`src/rtl/id_stage_pkg.sv`:
```
// Shared decode definitions for the ID stage: widths, RV32I opcodes, ALU op codes, immediate kinds.
// VERIRISCV_RV32M_EN widens the ALU op field and adds the M-extension ops.
package id_stage_pkg;

  localparam int XLEN   = 32;
  localparam int REG_AW = 5;
`ifdef VERIRISCV_RV32M_EN
  localparam int ALUOP_W = 5;
`else
  localparam int ALUOP_W = 4;
`endif

  typedef logic [ALUOP_W-1:0] alu_op_t;

  localparam logic [6:0] OPC_OP       = 7'b0110011;
  localparam logic [6:0] OPC_OP_IMM   = 7'b0010011;
  localparam logic [6:0] OPC_LOAD     = 7'b0000011;
  localparam logic [6:0] OPC_STORE    = 7'b0100011;
  localparam logic [6:0] OPC_BRANCH   = 7'b1100011;
  localparam logic [6:0] OPC_JAL      = 7'b1101111;
  localparam logic [6:0] OPC_JALR     = 7'b1100111;
  localparam logic [6:0] OPC_LUI      = 7'b0110111;
  localparam logic [6:0] OPC_AUIPC    = 7'b0010111;
  localparam logic [6:0] OPC_SYSTEM   = 7'b1110011;
  localparam logic [6:0] OPC_MISC_MEM = 7'b0001111;

  localparam alu_op_t ALU_ADD    = alu_op_t'(0);
  localparam alu_op_t ALU_SUB    = alu_op_t'(1);
  localparam alu_op_t ALU_SLL    = alu_op_t'(2);
  localparam alu_op_t ALU_SLT    = alu_op_t'(3);
  localparam alu_op_t ALU_SLTU   = alu_op_t'(4);
  localparam alu_op_t ALU_XOR    = alu_op_t'(5);
  localparam alu_op_t ALU_SRL    = alu_op_t'(6);
  localparam alu_op_t ALU_SRA    = alu_op_t'(7);
  localparam alu_op_t ALU_OR     = alu_op_t'(8);
  localparam alu_op_t ALU_AND    = alu_op_t'(9);
  localparam alu_op_t ALU_PASS_B = alu_op_t'(10);  // LUI: result is the immediate
  localparam alu_op_t ALU_ADD_PC = alu_op_t'(11);  // AUIPC: pc + immediate
`ifdef VERIRISCV_RV32M_EN
  localparam alu_op_t ALU_MUL    = alu_op_t'(16);
  localparam alu_op_t ALU_MULH   = alu_op_t'(17);
  localparam alu_op_t ALU_MULHSU = alu_op_t'(18);
  localparam alu_op_t ALU_MULHU  = alu_op_t'(19);
  localparam alu_op_t ALU_DIV    = alu_op_t'(20);
  localparam alu_op_t ALU_DIVU   = alu_op_t'(21);
  localparam alu_op_t ALU_REM    = alu_op_t'(22);
  localparam alu_op_t ALU_REMU   = alu_op_t'(23);
`endif

  typedef enum logic [2:0] {
    IMM_NONE,
    IMM_I,
    IMM_S,
    IMM_B,
    IMM_U,
    IMM_J
  } imm_type_e;

  function automatic logic [XLEN-1:0] imm_gen(input logic [31:0] inst, input imm_type_e kind);
    logic [XLEN-1:0] imm;
    imm = '0;
    case (kind)
      IMM_I:   imm = {{20{inst[31]}}, inst[31:20]};
      IMM_S:   imm = {{20{inst[31]}}, inst[31:25], inst[11:7]};
      IMM_B:   imm = {{19{inst[31]}}, inst[31], inst[7], inst[30:25], inst[11:8], 1'b0};
      IMM_U:   imm = {inst[31:12], 12'b0};
      IMM_J:   imm = {{11{inst[31]}}, inst[31], inst[19:12], inst[20], inst[30:21], 1'b0};
      default: imm = '0;
    endcase
    return imm;
  endfunction

endpackage

```
`src/rtl/id_stage_if.sv`:
```
// IF->ID input bundle and ID->EX output bundle of the decode stage.
interface id_stage_if;
  import id_stage_pkg::*;

  logic               if2id_valid;
  logic [XLEN-1:0]    if2id_pc;
  logic [31:0]        if2id_instruction;

  logic               load_use_stall;

  logic               id2ex_valid;
  logic [XLEN-1:0]    id2ex_pc;
  logic [XLEN-1:0]    id2ex_rs1_data;
  logic [XLEN-1:0]    id2ex_rs2_data;
  logic [REG_AW-1:0]  id2ex_rs1_addr;
  logic [REG_AW-1:0]  id2ex_rs2_addr;
  logic [XLEN-1:0]    id2ex_imm;
  logic [REG_AW-1:0]  id2ex_rd_addr;
  logic               id2ex_rd_wen;
  logic [ALUOP_W-1:0] id2ex_alu_op;
  logic               id2ex_alu_src_imm;
  logic               id2ex_mem_read;
  logic               id2ex_mem_write;
  logic [2:0]         id2ex_mem_size;
  logic               id2ex_branch;
  logic               id2ex_jump;
  logic               id2ex_illegal;

  modport slave (
    input  if2id_valid, if2id_pc, if2id_instruction,
    output load_use_stall,
    output id2ex_valid, id2ex_pc, id2ex_rs1_data, id2ex_rs2_data,
           id2ex_rs1_addr, id2ex_rs2_addr, id2ex_imm, id2ex_rd_addr,
           id2ex_rd_wen, id2ex_alu_op, id2ex_alu_src_imm, id2ex_mem_read,
           id2ex_mem_write, id2ex_mem_size, id2ex_branch, id2ex_jump,
           id2ex_illegal
  );

  modport master (
    output if2id_valid, if2id_pc, if2id_instruction,
    input  load_use_stall,
    input  id2ex_valid, id2ex_pc, id2ex_rs1_data, id2ex_rs2_data,
           id2ex_rs1_addr, id2ex_rs2_addr, id2ex_imm, id2ex_rd_addr,
           id2ex_rd_wen, id2ex_alu_op, id2ex_alu_src_imm, id2ex_mem_read,
           id2ex_mem_write, id2ex_mem_size, id2ex_branch, id2ex_jump,
           id2ex_illegal
  );

endinterface

```
`src/rtl/id_stage_regfile.sv`:
```
// 32x32 integer register file: two combinational read ports with WB write-through, one write port.
module id_stage_regfile
  import id_stage_pkg::*;
(
  input  logic              clk,
  input  logic              rst,
  input  logic [REG_AW-1:0] rs1_addr,
  input  logic [REG_AW-1:0] rs2_addr,
  output logic [XLEN-1:0]   rs1_data,
  output logic [XLEN-1:0]   rs2_data,
  input  logic              wen,
  input  logic [REG_AW-1:0] waddr,
  input  logic [XLEN-1:0]   wdata
);

  // x0 has no storage; it reads as zero and absorbs writes
  logic [XLEN-1:0] regs [1:31];

  always_ff @(posedge clk) begin
    if (rst) begin
      for (int i = 1; i < 32; i++) regs[i] <= '0;
    end else if (wen && waddr != '0) begin
      regs[waddr] <= wdata;
    end
  end

  function automatic logic [XLEN-1:0] rd_port(input logic [REG_AW-1:0] a);
    logic [XLEN-1:0] v;
    if (a == '0)                 v = '0;
    else if (wen && waddr == a)  v = wdata;
    else                         v = regs[a];
    return v;
  endfunction

  assign rs1_data = rd_port(rs1_addr);
  assign rs2_data = rd_port(rs2_addr);

endmodule

```
`src/rtl/id_stage.sv`:
```
// RV32I instruction decode stage: decode, register read, load-use hazard detect, ID/EX register.
// Build option VERIRISCV_RV32M_EN: decode the M-extension ops instead of flagging them illegal.
module id_stage
  import id_stage_pkg::*;
(
  input  logic              clk,
  input  logic              rst,
  input  logic              id_flush,
  input  logic              ex_mem_read,
  input  logic [REG_AW-1:0] ex_rd_addr,
  input  logic              wb_rd_wen,
  input  logic [REG_AW-1:0] wb_rd_addr,
  input  logic [XLEN-1:0]   wb_rd_data,
  id_stage_if.slave         bus
);

  logic [31:0]       inst;
  logic [6:0]        opcode;
  logic [2:0]        funct3;
  logic [6:0]        funct7;
  logic [REG_AW-1:0] rs1, rs2, rd;

  assign inst   = bus.if2id_instruction;
  assign opcode = inst[6:0];
  assign rd     = inst[11:7];
  assign funct3 = inst[14:12];
  assign rs1    = inst[19:15];
  assign rs2    = inst[24:20];
  assign funct7 = inst[31:25];

  alu_op_t   d_alu_op;
  imm_type_e d_imm_type;
  logic      d_src_imm, d_rd_wen, d_mem_read, d_mem_write;
  logic      d_branch, d_jump, d_illegal, d_rs1_used, d_rs2_used;
  logic [XLEN-1:0] d_imm;
  logic [XLEN-1:0] rf_rs1_data, rf_rs2_data;
  logic      stall;

  always_comb begin
    d_alu_op    = ALU_ADD;
    d_imm_type  = IMM_NONE;
    d_src_imm   = 1'b0;
    d_rd_wen    = 1'b0;
    d_mem_read  = 1'b0;
    d_mem_write = 1'b0;
    d_branch    = 1'b0;
    d_jump      = 1'b0;
    d_illegal   = 1'b0;
    d_rs1_used  = 1'b0;
    d_rs2_used  = 1'b0;

    case (opcode)
      OPC_LUI: begin
        d_imm_type = IMM_U;
        d_rd_wen   = 1'b1;
        d_src_imm  = 1'b1;
        d_alu_op   = ALU_PASS_B;
      end
      OPC_AUIPC: begin
        d_imm_type = IMM_U;
        d_rd_wen   = 1'b1;
        d_src_imm  = 1'b1;
        d_alu_op   = ALU_ADD_PC;
      end
      OPC_JAL: begin
        d_imm_type = IMM_J;
        d_rd_wen   = 1'b1;
        d_jump     = 1'b1;
      end
      OPC_JALR: begin
        d_imm_type = IMM_I;
        d_rs1_used = 1'b1;
        d_rd_wen   = 1'b1;
        d_jump     = 1'b1;
        d_src_imm  = 1'b1;
        d_illegal  = (funct3 != 3'b000);
      end
      OPC_BRANCH: begin
        d_imm_type = IMM_B;
        d_rs1_used = 1'b1;
        d_rs2_used = 1'b1;
        d_branch   = 1'b1;
        case (funct3)
          3'b000, 3'b001: d_alu_op = ALU_SUB;
          3'b100, 3'b101: d_alu_op = ALU_SLT;
          3'b110, 3'b111: d_alu_op = ALU_SLTU;
          default:        d_illegal = 1'b1;
        endcase
      end
      OPC_LOAD: begin
        d_imm_type = IMM_I;
        d_rs1_used = 1'b1;
        d_rd_wen   = 1'b1;
        d_mem_read = 1'b1;
        d_src_imm  = 1'b1;
        d_illegal  = (funct3 == 3'b011) || (funct3 == 3'b110) || (funct3 == 3'b111);
      end
      OPC_STORE: begin
        d_imm_type  = IMM_S;
        d_rs1_used  = 1'b1;
        d_rs2_used  = 1'b1;
        d_mem_write = 1'b1;
        d_src_imm   = 1'b1;
        d_illegal   = (funct3 > 3'b010);
      end
      OPC_OP_IMM: begin
        d_imm_type = IMM_I;
        d_rs1_used = 1'b1;
        d_rd_wen   = 1'b1;
        d_src_imm  = 1'b1;
        case (funct3)
          3'b000: d_alu_op = ALU_ADD;
          3'b010: d_alu_op = ALU_SLT;
          3'b011: d_alu_op = ALU_SLTU;
          3'b100: d_alu_op = ALU_XOR;
          3'b110: d_alu_op = ALU_OR;
          3'b111: d_alu_op = ALU_AND;
          3'b001: begin
            d_alu_op  = ALU_SLL;
            d_illegal = (funct7 != 7'b0000000);
          end
          default: begin
            if (funct7 == 7'b0000000)      d_alu_op = ALU_SRL;
            else if (funct7 == 7'b0100000) d_alu_op = ALU_SRA;
            else                           d_illegal = 1'b1;
          end
        endcase
      end
      OPC_OP: begin
        d_rs1_used = 1'b1;
        d_rs2_used = 1'b1;
        d_rd_wen   = 1'b1;
        if (funct7 == 7'b0000000) begin
          case (funct3)
            3'b000:  d_alu_op = ALU_ADD;
            3'b001:  d_alu_op = ALU_SLL;
            3'b010:  d_alu_op = ALU_SLT;
            3'b011:  d_alu_op = ALU_SLTU;
            3'b100:  d_alu_op = ALU_XOR;
            3'b101:  d_alu_op = ALU_SRL;
            3'b110:  d_alu_op = ALU_OR;
            default: d_alu_op = ALU_AND;
          endcase
        end else if (funct7 == 7'b0100000) begin
          if (funct3 == 3'b000)      d_alu_op = ALU_SUB;
          else if (funct3 == 3'b101) d_alu_op = ALU_SRA;
          else                       d_illegal = 1'b1;
`ifdef VERIRISCV_RV32M_EN
        end else if (funct7 == 7'b0000001) begin
          case (funct3)
            3'b000:  d_alu_op = ALU_MUL;
            3'b001:  d_alu_op = ALU_MULH;
            3'b010:  d_alu_op = ALU_MULHSU;
            3'b011:  d_alu_op = ALU_MULHU;
            3'b100:  d_alu_op = ALU_DIV;
            3'b101:  d_alu_op = ALU_DIVU;
            3'b110:  d_alu_op = ALU_REM;
            default: d_alu_op = ALU_REMU;
          endcase
`endif
        end else begin
          d_illegal = 1'b1;
        end
      end
      OPC_MISC_MEM: begin
        // FENCE is ordering-only in this in-order pipe: a legal no-op
      end
      OPC_SYSTEM: begin
        // only ECALL/EBREAK are legal; they carry no side-effect controls here
        d_illegal = (inst[31:21] != 11'b0) || (rs1 != '0) || (funct3 != 3'b000) || (rd != '0);
      end
      default: d_illegal = 1'b1;
    endcase

    if (d_illegal) begin
      d_alu_op    = ALU_ADD;
      d_imm_type  = IMM_NONE;
      d_src_imm   = 1'b0;
      d_rd_wen    = 1'b0;
      d_mem_read  = 1'b0;
      d_mem_write = 1'b0;
      d_branch    = 1'b0;
      d_jump      = 1'b0;
      d_rs1_used  = 1'b0;
      d_rs2_used  = 1'b0;
    end
    if (rd == '0) d_rd_wen = 1'b0;
  end

  assign d_imm = imm_gen(inst, d_imm_type);

  assign stall = bus.if2id_valid && ex_mem_read && (ex_rd_addr != '0) &&
                 ((d_rs1_used && ex_rd_addr == rs1) || (d_rs2_used && ex_rd_addr == rs2));
  assign bus.load_use_stall = stall;

  id_stage_regfile u_regfile (
    .clk      (clk),
    .rst      (rst),
    .rs1_addr (rs1),
    .rs2_addr (rs2),
    .rs1_data (rf_rs1_data),
    .rs2_data (rf_rs2_data),
    .wen      (wb_rd_wen),
    .waddr    (wb_rd_addr),
    .wdata    (wb_rd_data)
  );

  always_ff @(posedge clk) begin
    if (rst) begin
      bus.id2ex_valid       <= 1'b0;
      bus.id2ex_pc          <= '0;
      bus.id2ex_rs1_data    <= '0;
      bus.id2ex_rs2_data    <= '0;
      bus.id2ex_rs1_addr    <= '0;
      bus.id2ex_rs2_addr    <= '0;
      bus.id2ex_imm         <= '0;
      bus.id2ex_rd_addr     <= '0;
      bus.id2ex_rd_wen      <= 1'b0;
      bus.id2ex_alu_op      <= '0;
      bus.id2ex_alu_src_imm <= 1'b0;
      bus.id2ex_mem_read    <= 1'b0;
      bus.id2ex_mem_write   <= 1'b0;
      bus.id2ex_mem_size    <= '0;
      bus.id2ex_branch      <= 1'b0;
      bus.id2ex_jump        <= 1'b0;
      bus.id2ex_illegal     <= 1'b0;
    end else if (id_flush || stall) begin
      // bubble: data fields hold, only valid and side-effect controls drop
      bus.id2ex_valid     <= 1'b0;
      bus.id2ex_rd_wen    <= 1'b0;
      bus.id2ex_mem_read  <= 1'b0;
      bus.id2ex_mem_write <= 1'b0;
      bus.id2ex_branch    <= 1'b0;
      bus.id2ex_jump      <= 1'b0;
      bus.id2ex_illegal   <= 1'b0;
    end else begin
      bus.id2ex_valid       <= bus.if2id_valid;
      bus.id2ex_pc          <= bus.if2id_pc;
      bus.id2ex_rs1_data    <= rf_rs1_data;
      bus.id2ex_rs2_data    <= rf_rs2_data;
      bus.id2ex_rs1_addr    <= rs1;
      bus.id2ex_rs2_addr    <= rs2;
      bus.id2ex_imm         <= d_imm;
      bus.id2ex_rd_addr     <= rd;
      bus.id2ex_alu_op      <= d_alu_op;
      bus.id2ex_alu_src_imm <= d_src_imm;
      bus.id2ex_mem_size    <= funct3;
      bus.id2ex_rd_wen      <= d_rd_wen    && bus.if2id_valid;
      bus.id2ex_mem_read    <= d_mem_read  && bus.if2id_valid;
      bus.id2ex_mem_write   <= d_mem_write && bus.if2id_valid;
      bus.id2ex_branch      <= d_branch    && bus.if2id_valid;
      bus.id2ex_jump        <= d_jump      && bus.if2id_valid;
      bus.id2ex_illegal     <= d_illegal   && bus.if2id_valid;
    end
  end

endmodule
```
`src/flat_wrapper.sv`:
```
// flat-port wrapper written by rule: the top's interface ports become plain ports
module id_stage_flat import id_stage_pkg::*;
  (clk, rst, id_flush, ex_mem_read, ex_rd_addr, wb_rd_wen, wb_rd_addr, wb_rd_data, bus_if2id_valid, bus_if2id_pc, bus_if2id_instruction, bus_load_use_stall, bus_id2ex_valid, bus_id2ex_pc, bus_id2ex_rs1_data, bus_id2ex_rs2_data, bus_id2ex_rs1_addr, bus_id2ex_rs2_addr, bus_id2ex_imm, bus_id2ex_rd_addr, bus_id2ex_rd_wen, bus_id2ex_alu_op, bus_id2ex_alu_src_imm, bus_id2ex_mem_read, bus_id2ex_mem_write, bus_id2ex_mem_size, bus_id2ex_branch, bus_id2ex_jump, bus_id2ex_illegal);
  id_stage_if bus_i ();
  input  logic clk;
  input  logic rst;
  input  logic id_flush;
  input  logic ex_mem_read;
  input  logic [REG_AW-1:0] ex_rd_addr;
  input  logic wb_rd_wen;
  input  logic [REG_AW-1:0] wb_rd_addr;
  input  logic [XLEN-1:0] wb_rd_data;
  input wire logic [$bits(bus_i.if2id_valid)-1:0] bus_if2id_valid;
  input wire logic [$bits(bus_i.if2id_pc)-1:0] bus_if2id_pc;
  input wire logic [$bits(bus_i.if2id_instruction)-1:0] bus_if2id_instruction;
  output wire logic [$bits(bus_i.load_use_stall)-1:0] bus_load_use_stall;
  output wire logic [$bits(bus_i.id2ex_valid)-1:0] bus_id2ex_valid;
  output wire logic [$bits(bus_i.id2ex_pc)-1:0] bus_id2ex_pc;
  output wire logic [$bits(bus_i.id2ex_rs1_data)-1:0] bus_id2ex_rs1_data;
  output wire logic [$bits(bus_i.id2ex_rs2_data)-1:0] bus_id2ex_rs2_data;
  output wire logic [$bits(bus_i.id2ex_rs1_addr)-1:0] bus_id2ex_rs1_addr;
  output wire logic [$bits(bus_i.id2ex_rs2_addr)-1:0] bus_id2ex_rs2_addr;
  output wire logic [$bits(bus_i.id2ex_imm)-1:0] bus_id2ex_imm;
  output wire logic [$bits(bus_i.id2ex_rd_addr)-1:0] bus_id2ex_rd_addr;
  output wire logic [$bits(bus_i.id2ex_rd_wen)-1:0] bus_id2ex_rd_wen;
  output wire logic [$bits(bus_i.id2ex_alu_op)-1:0] bus_id2ex_alu_op;
  output wire logic [$bits(bus_i.id2ex_alu_src_imm)-1:0] bus_id2ex_alu_src_imm;
  output wire logic [$bits(bus_i.id2ex_mem_read)-1:0] bus_id2ex_mem_read;
  output wire logic [$bits(bus_i.id2ex_mem_write)-1:0] bus_id2ex_mem_write;
  output wire logic [$bits(bus_i.id2ex_mem_size)-1:0] bus_id2ex_mem_size;
  output wire logic [$bits(bus_i.id2ex_branch)-1:0] bus_id2ex_branch;
  output wire logic [$bits(bus_i.id2ex_jump)-1:0] bus_id2ex_jump;
  output wire logic [$bits(bus_i.id2ex_illegal)-1:0] bus_id2ex_illegal;
  assign bus_i.if2id_valid = bus_if2id_valid;
  assign bus_i.if2id_pc = bus_if2id_pc;
  assign bus_i.if2id_instruction = bus_if2id_instruction;
  assign bus_load_use_stall = bus_i.load_use_stall;
  assign bus_id2ex_valid = bus_i.id2ex_valid;
  assign bus_id2ex_pc = bus_i.id2ex_pc;
  assign bus_id2ex_rs1_data = bus_i.id2ex_rs1_data;
  assign bus_id2ex_rs2_data = bus_i.id2ex_rs2_data;
  assign bus_id2ex_rs1_addr = bus_i.id2ex_rs1_addr;
  assign bus_id2ex_rs2_addr = bus_i.id2ex_rs2_addr;
  assign bus_id2ex_imm = bus_i.id2ex_imm;
  assign bus_id2ex_rd_addr = bus_i.id2ex_rd_addr;
  assign bus_id2ex_rd_wen = bus_i.id2ex_rd_wen;
  assign bus_id2ex_alu_op = bus_i.id2ex_alu_op;
  assign bus_id2ex_alu_src_imm = bus_i.id2ex_alu_src_imm;
  assign bus_id2ex_mem_read = bus_i.id2ex_mem_read;
  assign bus_id2ex_mem_write = bus_i.id2ex_mem_write;
  assign bus_id2ex_mem_size = bus_i.id2ex_mem_size;
  assign bus_id2ex_branch = bus_i.id2ex_branch;
  assign bus_id2ex_jump = bus_i.id2ex_jump;
  assign bus_id2ex_illegal = bus_i.id2ex_illegal;
  id_stage u_core (.clk(clk), .rst(rst), .id_flush(id_flush), .ex_mem_read(ex_mem_read), .ex_rd_addr(ex_rd_addr), .wb_rd_wen(wb_rd_wen), .wb_rd_addr(wb_rd_addr), .wb_rd_data(wb_rd_data), .bus(bus_i));
endmodule
```
`config.mk`:
```
export PLATFORM = sky130hd
export DESIGN_NAME = id_stage_flat
export DESIGN_NICKNAME = d
export VERILOG_FILES = /design/src/rtl/id_stage_pkg.sv /design/src/rtl/id_stage_if.sv /design/src/rtl/id_stage_regfile.sv /design/src/rtl/id_stage.sv /design/src/flat_wrapper.sv
export SDC_FILE = /design/constraint.sdc
export NUM_CORES = 2
export LEC_CHECK = 0
export BUFFER_PORTS_ARGS = -buffer_cell sky130_fd_sc_hd__buf_2
export CAP_MARGIN = 20
export CELL_PAD_IN_SITES_DETAIL_PLACEMENT = 1
export CELL_PAD_IN_SITES_GLOBAL_PLACEMENT = 2
export CORE_MARGIN = 1.5
export CORE_UTILIZATION = 45
export CTS_CLUSTER_DIAMETER = 100
export DETAILED_ROUTE_END_ITERATION = 16
export GPL_TIMING_DRIVEN = 0
export PLACE_DENSITY_LB_ADDON = 0.1
export SLEW_MARGIN = 20
export SYNTH_ARGS = -nofsm -noshare
export SYNTH_HDL_FRONTEND = slang
export SYNTH_SLANG_ARGS = --single-unit
```
`constraint.sdc`:
```
create_clock -name clk -period 3.5 [get_ports clk]
set_input_delay 0.35 -clock clk [delete_from_list [all_inputs] [get_ports clk]]
set_output_delay 0.35 -clock clk [all_outputs]
set_load 0.01 [all_outputs]
```
Word level (Yosys, flattened, before mapping)
Memories as Yosys holds them, arrays and structs flattened.
Index checks and enable logic that the tools add are counted.
{ "totals": {"input_bits": 112, "word_cells": 147, "mem_count": 1, "mem_bits_rw": 992, "output_inout_bits": 159, "regBits": 158} }
{ "memory_table": {"columns": ["name", "words", "word_bits", "rd", "rd_ports_with_merged_regs", "write_ports", "line", "text"], "rows": [
  ["u_core.u_regfile.regs", 31, 32, 2, 0, 31, "id_stage_regfile.sv:17", "logic [XLEN-1:0] regs [1:31];"]
]} }
{ "op_classes": {"reduce_logical": 48, "n_mux": 52, "n_eq_ne": 28, "n_lt_le_gt_ge": 1} }
{ "ops": {"columns": ["operator", "count"], "rows": [
  ["$mux W32", 5],
  ["$pmux W32 S5", 1],
  ["$pmux W4 S7", 2],
  ["$reduce_or A32 Y1", 1],
  ["$mux W1", 30],
  ["$eq A7 B6 Y1 const B", 4],
  ["$eq A7 B7 Y1 const B", 4],
  ["$reduce_or A6 Y1", 4],
  ["$eq A5 B5 Y1", 4],
  ["$mux W4", 5],
  ["$pmux W4 S5", 1],
  ["$reduce_bool A5 Y1", 4],
  ["$eq A3 B3 Y1 const B", 6],
  ["$logic_not A5 Y1", 3],
  ["$pmux W3 S5", 1],
  ["$eq A7 B5 Y1 const B", 2],
  ["$logic_and A1 B1 Y1", 14],
  ["$eq A3 B2 Y1 const B", 4],
  ["$reduce_or A2 Y1", 6],
  ["$reduce_bool A11 Y1", 1],
  ["$mux W3", 3],
  ["$pmux W3 S3", 1],
  ["$pmux W1 S8", 1],
  ["$eq A7 B2 Y1 const B", 1],
  ["13 further kinds", 21]
]} }

Logic depth before layout (Yosys ltp)
{ "logic_depth": {"ltp_word": 12, "mapped_depth": 10, "ltp_nobuf": 6} }

Cells and area by module
From an unflattened synthesis, not the netlist that was laid out.
{ "unflattened": {"cells_unflattened": 4487, "hier_area_um2": 61667.9} }
{ "by_module_without_submodules": {"columns": ["mod", "n_inst", "seq_area_each_um2", "area_each_um2", "cells_each"], "rows": [
  ["id_stage_regfile", 1, 30749.5, 55181.7, 3829],
  ["id_stage", 1, 3163.0, 6486.2, 658]
]} }

Worst setup path after synthesis
No wires, ideal clock.
{ "synth_timing": {"path_kind": "in2reg", "from": "input port bus_if2id_instruction[15]", "to": "register u_core.bus.id2ex_rs1_data[1]", "required_time_ps": 3366, "stages": 8, "path_slack_ps": 799, "t_arrival_ps": 2567, "path_cell_list": "buf_2 -> buf_1 -> mux4_2 -> mux4_2 -> o211ai_1 -> o311ai_0 -> a211oi_1 -> a211oi_1"} }
{ "synth_via": {"elab_chain_cells": 10, "word_cells_on_any_way": 19, "classes_between": "eq/ne: 2; mux: 5; reduce/logical: 11; memory: 1"} }
{ "synth_lines": {"columns": ["item", "line", "text"], "rows": [
  ["start: declaration", "flat_wrapper.sv:15", "input wire logic [$bits(bus_i.if2id_instruction)-1:0] bus_if2id_instruction;"],
  ["$reduce_bool A5 Y1", "id_stage.sv:170", "d_illegal = (inst[31:21] != 11'b0) || (rs1 != '0) || (funct3 != 3'b000) || (rd != '0);"],
  ["$logic_or A1 B1 Y1 (3 in a row)", "id_stage.sv:170", null],
  ["$pmux W1 S8", "id_stage.sv:52", "case (opcode)"],
  ["$mux W1", "id_stage.sv:175", "if (d_illegal) begin"],
  ["$logic_and A1 B1 Y1", "id_stage.sv:193", "((d_rs1_used && ex_rd_addr == rs1) || (d_rs2_used && ex_rd_addr == rs2));"],
  ["$logic_or A1 B1 Y1", "id_stage.sv:193", null],
  ["$logic_and A1 B1 Y1", "id_stage.sv:192", "assign stall = bus.if2id_valid && ex_mem_read && (ex_rd_addr != '0) &&"],
  ["$logic_or A1 B1 Y1", "id_stage.sv:227", "end else if (id_flush || stall) begin"],
  ["end signal: assignment", "id_stage.sv:239", "bus.id2ex_rs1_data <= rf_rs1_data;"],
  ["end: declaration", "id_stage_if.sv:32", "output id2ex_valid, id2ex_pc, id2ex_rs1_data, id2ex_rs2_data,"]
]} }
Parallel ways exist; a longest one is shown, timed or not.
A chain may end at the register's enable or synchronous reset.

Worst setup path after layout
{ "layout_timing": {"from": "input port bus_if2id_instruction[23]", "to": "register u_core.bus.id2ex_rs2_data[6]"} }
{ "layout_via": {"elab_chain_cells": 10, "word_cells_on_any_way": 19, "classes_between": "eq/ne: 2; mux: 5; reduce/logical: 11; memory: 1"} }
{ "layout_lines": {"columns": ["item", "line", "text"], "rows": [
  ["$reduce_bool A11 Y1", "id_stage.sv:170", null],
  ["$logic_or A1 B1 Y1 (3 in a row)", "id_stage.sv:170", null],
  ["$pmux W1 S8", "id_stage.sv:52", null],
  ["$mux W1", "id_stage.sv:175", null],
  ["$logic_and A1 B1 Y1", "id_stage.sv:193", null],
  ["$logic_or A1 B1 Y1", "id_stage.sv:193", null],
  ["$logic_and A1 B1 Y1", "id_stage.sv:192", null],
  ["$logic_or A1 B1 Y1", "id_stage.sv:227", null],
  ["end signal: assignment", "id_stage.sv:240", "bus.id2ex_rs2_data <= rf_rs2_data;"],
  ["end: declaration", "id_stage_if.sv:32", null]
]} }
Parallel ways exist; a longest one is shown, timed or not.

==> impl_metrics.py <==
metrics = {
    "placement": {
        "place_congestion": 0.971,
        "dp_hpwl_mm": 200,
        "post-place-cells": 6483,
        "port_buffers": 263,
        "dp_slack_ns": -1.36,
        "dpl_cell_area_um2": 65900,
    },
    "synthesis": {
        "yosys-top-cells-area": "edfxtp_1 (50%), mux4_2 (18%), and2_1 (10%), dfxtp_1 (5.1%), clkbuf_1 (2.3%)",
        "avgSynthCellArea_um2": 14.1,
        "ys_async_sr_fraction": 0,
        "synth-warning-count": 0,
        "synth_edf_count": 1024,
        "syn_inst": 4395,
        "synth_flop_cell": "edfxtp_1",
        "yosysTopAreaCell": "edfxtp_1",
        "synth_top_area_frac": 0.496,
        "yosys-top-cells-count": "edfxtp_1 (1024), and2_1 (1006), mux4_2 (506)",
        "syn-cell-area_um2": 61900,
        "ys_seq_elements": 1182,
        "synth_most_common_cell": "edfxtp_1",
        "synth.distinct_cells": 68,
        "ys_seq_area_frac": 0.547,
    },
    "clocking": {
        "numCtsBuffers": 138,
        "clk_pin_slew_worst_paths_ns": 0.05,
        "cts.sinks": 1182,
        "clockBufferDepth": 3,
        "cts_setup_buffers": 0,
        "cts_root_buffer": "clkbuf_16",
        "tritoncts": "yes",
        "htreeDepth": 4,
        "clock_latency_ns": 0.79,
    },
    "worst_setup_path": {
        "cp.arrival_ns": 4.37,
        "crit_path_end_kind": "flip-flop",
        "regToRegEndpoint": "u_core.bus.id2ex_rs1_data[10]",
        "r2r_start": "u_core.u_regfile.regs[18][10]",
        "required_ns": 4.20,
        "rrSetupSlack_ns": 0.92,
        "criticalPathCategory": "input port to flip-flop",
        "critPathMaxFanout": 10,
        "reg2regPathDepth": 6,
        "critPathLaunchType": "input port",
    },
    "routing": {
        "first_iter_violations": 6380,
        "drc": 0,
        "drtPass1Iterations": 6,
        "vias": 45400,
        "viasPerCell": 6.66,
        "totalWireLength_mm": 271,
        "ant_nets": 0,
        "wl_per_cell_um": 39.7,
    },
    "pwr": {
        "seq_power_share": 0.467,
        "powerDensity_nw_per_um2": 499,
        "power_mw": 35.4,
        "power_frac_comb": 0.137,
        "switchingPower_mw": 9.68,
        "swShare": 0.273,
        "p_clk_frac": 0.396,
        "ir_drop_uv": 518,
        "p_int_mw": 25.7,
        "power.leakage_nw": 24.8,
    },
    "sta": {
        "finalCritPeriodShare": 1.05,
        "fin_crit_ns": 3.67,
        "setup_tns_ns": -1.20,
        "final.setup.worst_slack_ns": -0.169,
        "holdWs_ns": 0.0702,
        "worst_pin_slew_ns": 1.28,
        "drv_slew": 0,
        "finalSetupViolations": 16,
        "maxSlewHeadroom": 0.148,
        "rsz0062_at_grt": "no",
        "max_freq_mhz": 273,
        "hold_viol_final": 0,
        "clock_skew_ns": 0.0284,
    },
    "grt": {
        "grt_overflow": 0,
        "grt_usage": 0.385,
        "grt_pass1_wl_mm": 367,
        "grt_max_degree": 33,
        "antenna_found_initial": 19,
        "grt_pass1_vias": 45200,
    },
    "final_layout": {
        "layout-drive-gt1-share": 0.227,
        "nets": 5032,
        "layout.cells.non_filler": 6818,
        "stdcell_area_um2": 71000,
        "final_util": 0.522,
        "area_growth_pct": 14.7,
    },
    "floorplanning": {
        "die_h_um": 374,
        "die_w_um": 374,
        "die-area_um2": 140000,
        "start_util": 0.456,
        "pin_count": 271,
        "core-area_um2": 136000,
        "rows": 135,
    },
    "min_path": {
        "min_path_cells": 3,
        "hp-start": "bus_if2id_instruction[4]",
        "hold_path_end": "u_core.bus.id2ex_jump",
        "hold_class": "input port to flip-flop",
    },
    "run": {
        "maxCapViolations": 0,
    },
    "outcome": {
        "outcome": "finished, violations left",
        "failed_checks": "setup timing",
    },
}
## how the worst max path moves through the flow
| stage | slack, ns | endpoint | depth (start not counted) | start |
|---|---|---|---|---|
| 2_1_floorplan | 0.80 | u_core.bus.id2ex_rs1_data[1] | 8 | bus_if2id_instruction[15] |
| 3_3_place_gp | -2.19 | u_core.bus.id2ex_rs2_data[6] | 10 | bus_if2id_instruction[21] |
| 3_5_place_dp | -1.36 | u_core.bus.id2ex_rs2_data[11] | 10 | bus_if2id_instruction[20] |
| 4_1_cts | 0.02 | u_core.bus.id2ex_rs2_data[11] | 10 | bus_if2id_instruction[20] |
| 5_1_grt | 0.0007 | u_core.bus.id2ex_rs1_data[10] | 10 | bus_if2id_instruction[16] |
| 6_report | -0.17 | u_core.bus.id2ex_rs2_data[6] | 9 | bus_if2id_instruction[23] |
## layout make-up
class / count / area (um2)
tap: 1781 / 2230
inverter: 67 / 251
antenna: 10 / 25.0
clock buffer: 190 / 3810
clock inverter: 57 / 412
multi-input combinational: 2697 / 26000
buffer: 479 / 1980
fill: 13300 / 65000
sequential: 1182 / 33900
timing repair buffer: 355 / 2370
## registers in the layout (all words and copies together) (netlist names), 3 cells and up
register	cells
u_core.bus.id2ex_rs1_data	32
u_core.bus.id2ex_rs2_addr	5
u_core.bus.id2ex_rd_addr	5
u_core.u_regfile.regs	1024
u_core.bus.id2ex_alu_op	4
u_core.bus.id2ex_imm	32
u_core.bus.id2ex_rs1_addr	5
u_core.bus.id2ex_rs2_data	32
u_core.bus.id2ex_pc	32
u_core.bus.id2ex_mem_size	3
## routing by layer
layer	track usage	wire length, um
met3	0.105	30500
met5	0	94
met2	0.588	122000
met1	0.502	102000
met4	0.202	16300
## power by group through the flow
stage	sequential, mW	combinational [mW]	clock (mW)
after global routing	16.6	4.91	14.5
after detailed placement	16.8	4.64	0
after floorplan	16.6	2.51	0
after CTS	16.5	4.73	14.0
after global placement	16.7	4.57	0
final	16.5	4.85	14.0
## placed cells by master, fill, tap and decap left out, types with 18 or more instances in the layout
cell type,Yosys,layout
a21oi_1,39,38
clkinv_2,0,22
o22ai_1,19,19
clkbuf_1,378,382
nand2b_1,108,108
buf_2,79,345
nor3_1,20,18
and2_1,1006,1007
o32ai_1,29,29
o2bb2ai_1,29,29
nand4_1,43,43
dlygate4sd3_1,0,77
o311ai_0,36,36
clkbuf_16,0,144
clkbuf_2,0,37
dfxtp_1,158,158
or2_2,34,30
a221oi_1,38,38
o211ai_1,34,34
nand2_1,59,59
inv_1,67,67
mux2i_1,128,128
conb_1,1,32
a211oi_1,83,83
edfxtp_1,1024,1024
clkinv_1,0,21
a22oi_1,58,58
o21ai_0,26,26
nor2_1,126,126
mux4_2,506,506
a22o_1,74,74
## kinds of logic after synthesis
family / synth area share
AOI/OAI and AO/OA: 0.0676
xor gates and xnor gates: 0.00339
buffers and inverters: 0.0347
DFF: 0.547
muxes: 0.205
other: 0.0000605
and+or+nand+nor: 0.142
## timing repair
action / in CTS / in global routing
endpoints found under the hold margin: 108 / 0
endpoints found under the setup margin: 33 / 33
cloned: 0 / 0
resized for setup: 10 / 14
hold buffers: 77 / 0
## worst max-delay path: stages
cell and delay [ns]:
buf_2 0.14, clkbuf_1 0.39, inv_1 0.64, clkbuf_1 0.87
clkbuf_2 0.72, nand2_1 0.12, a311oi_1 0.59, a32oi_1 0.30
o2bb2ai_1 0.22
No activity file was read; power rests on OpenSTA's default activity.
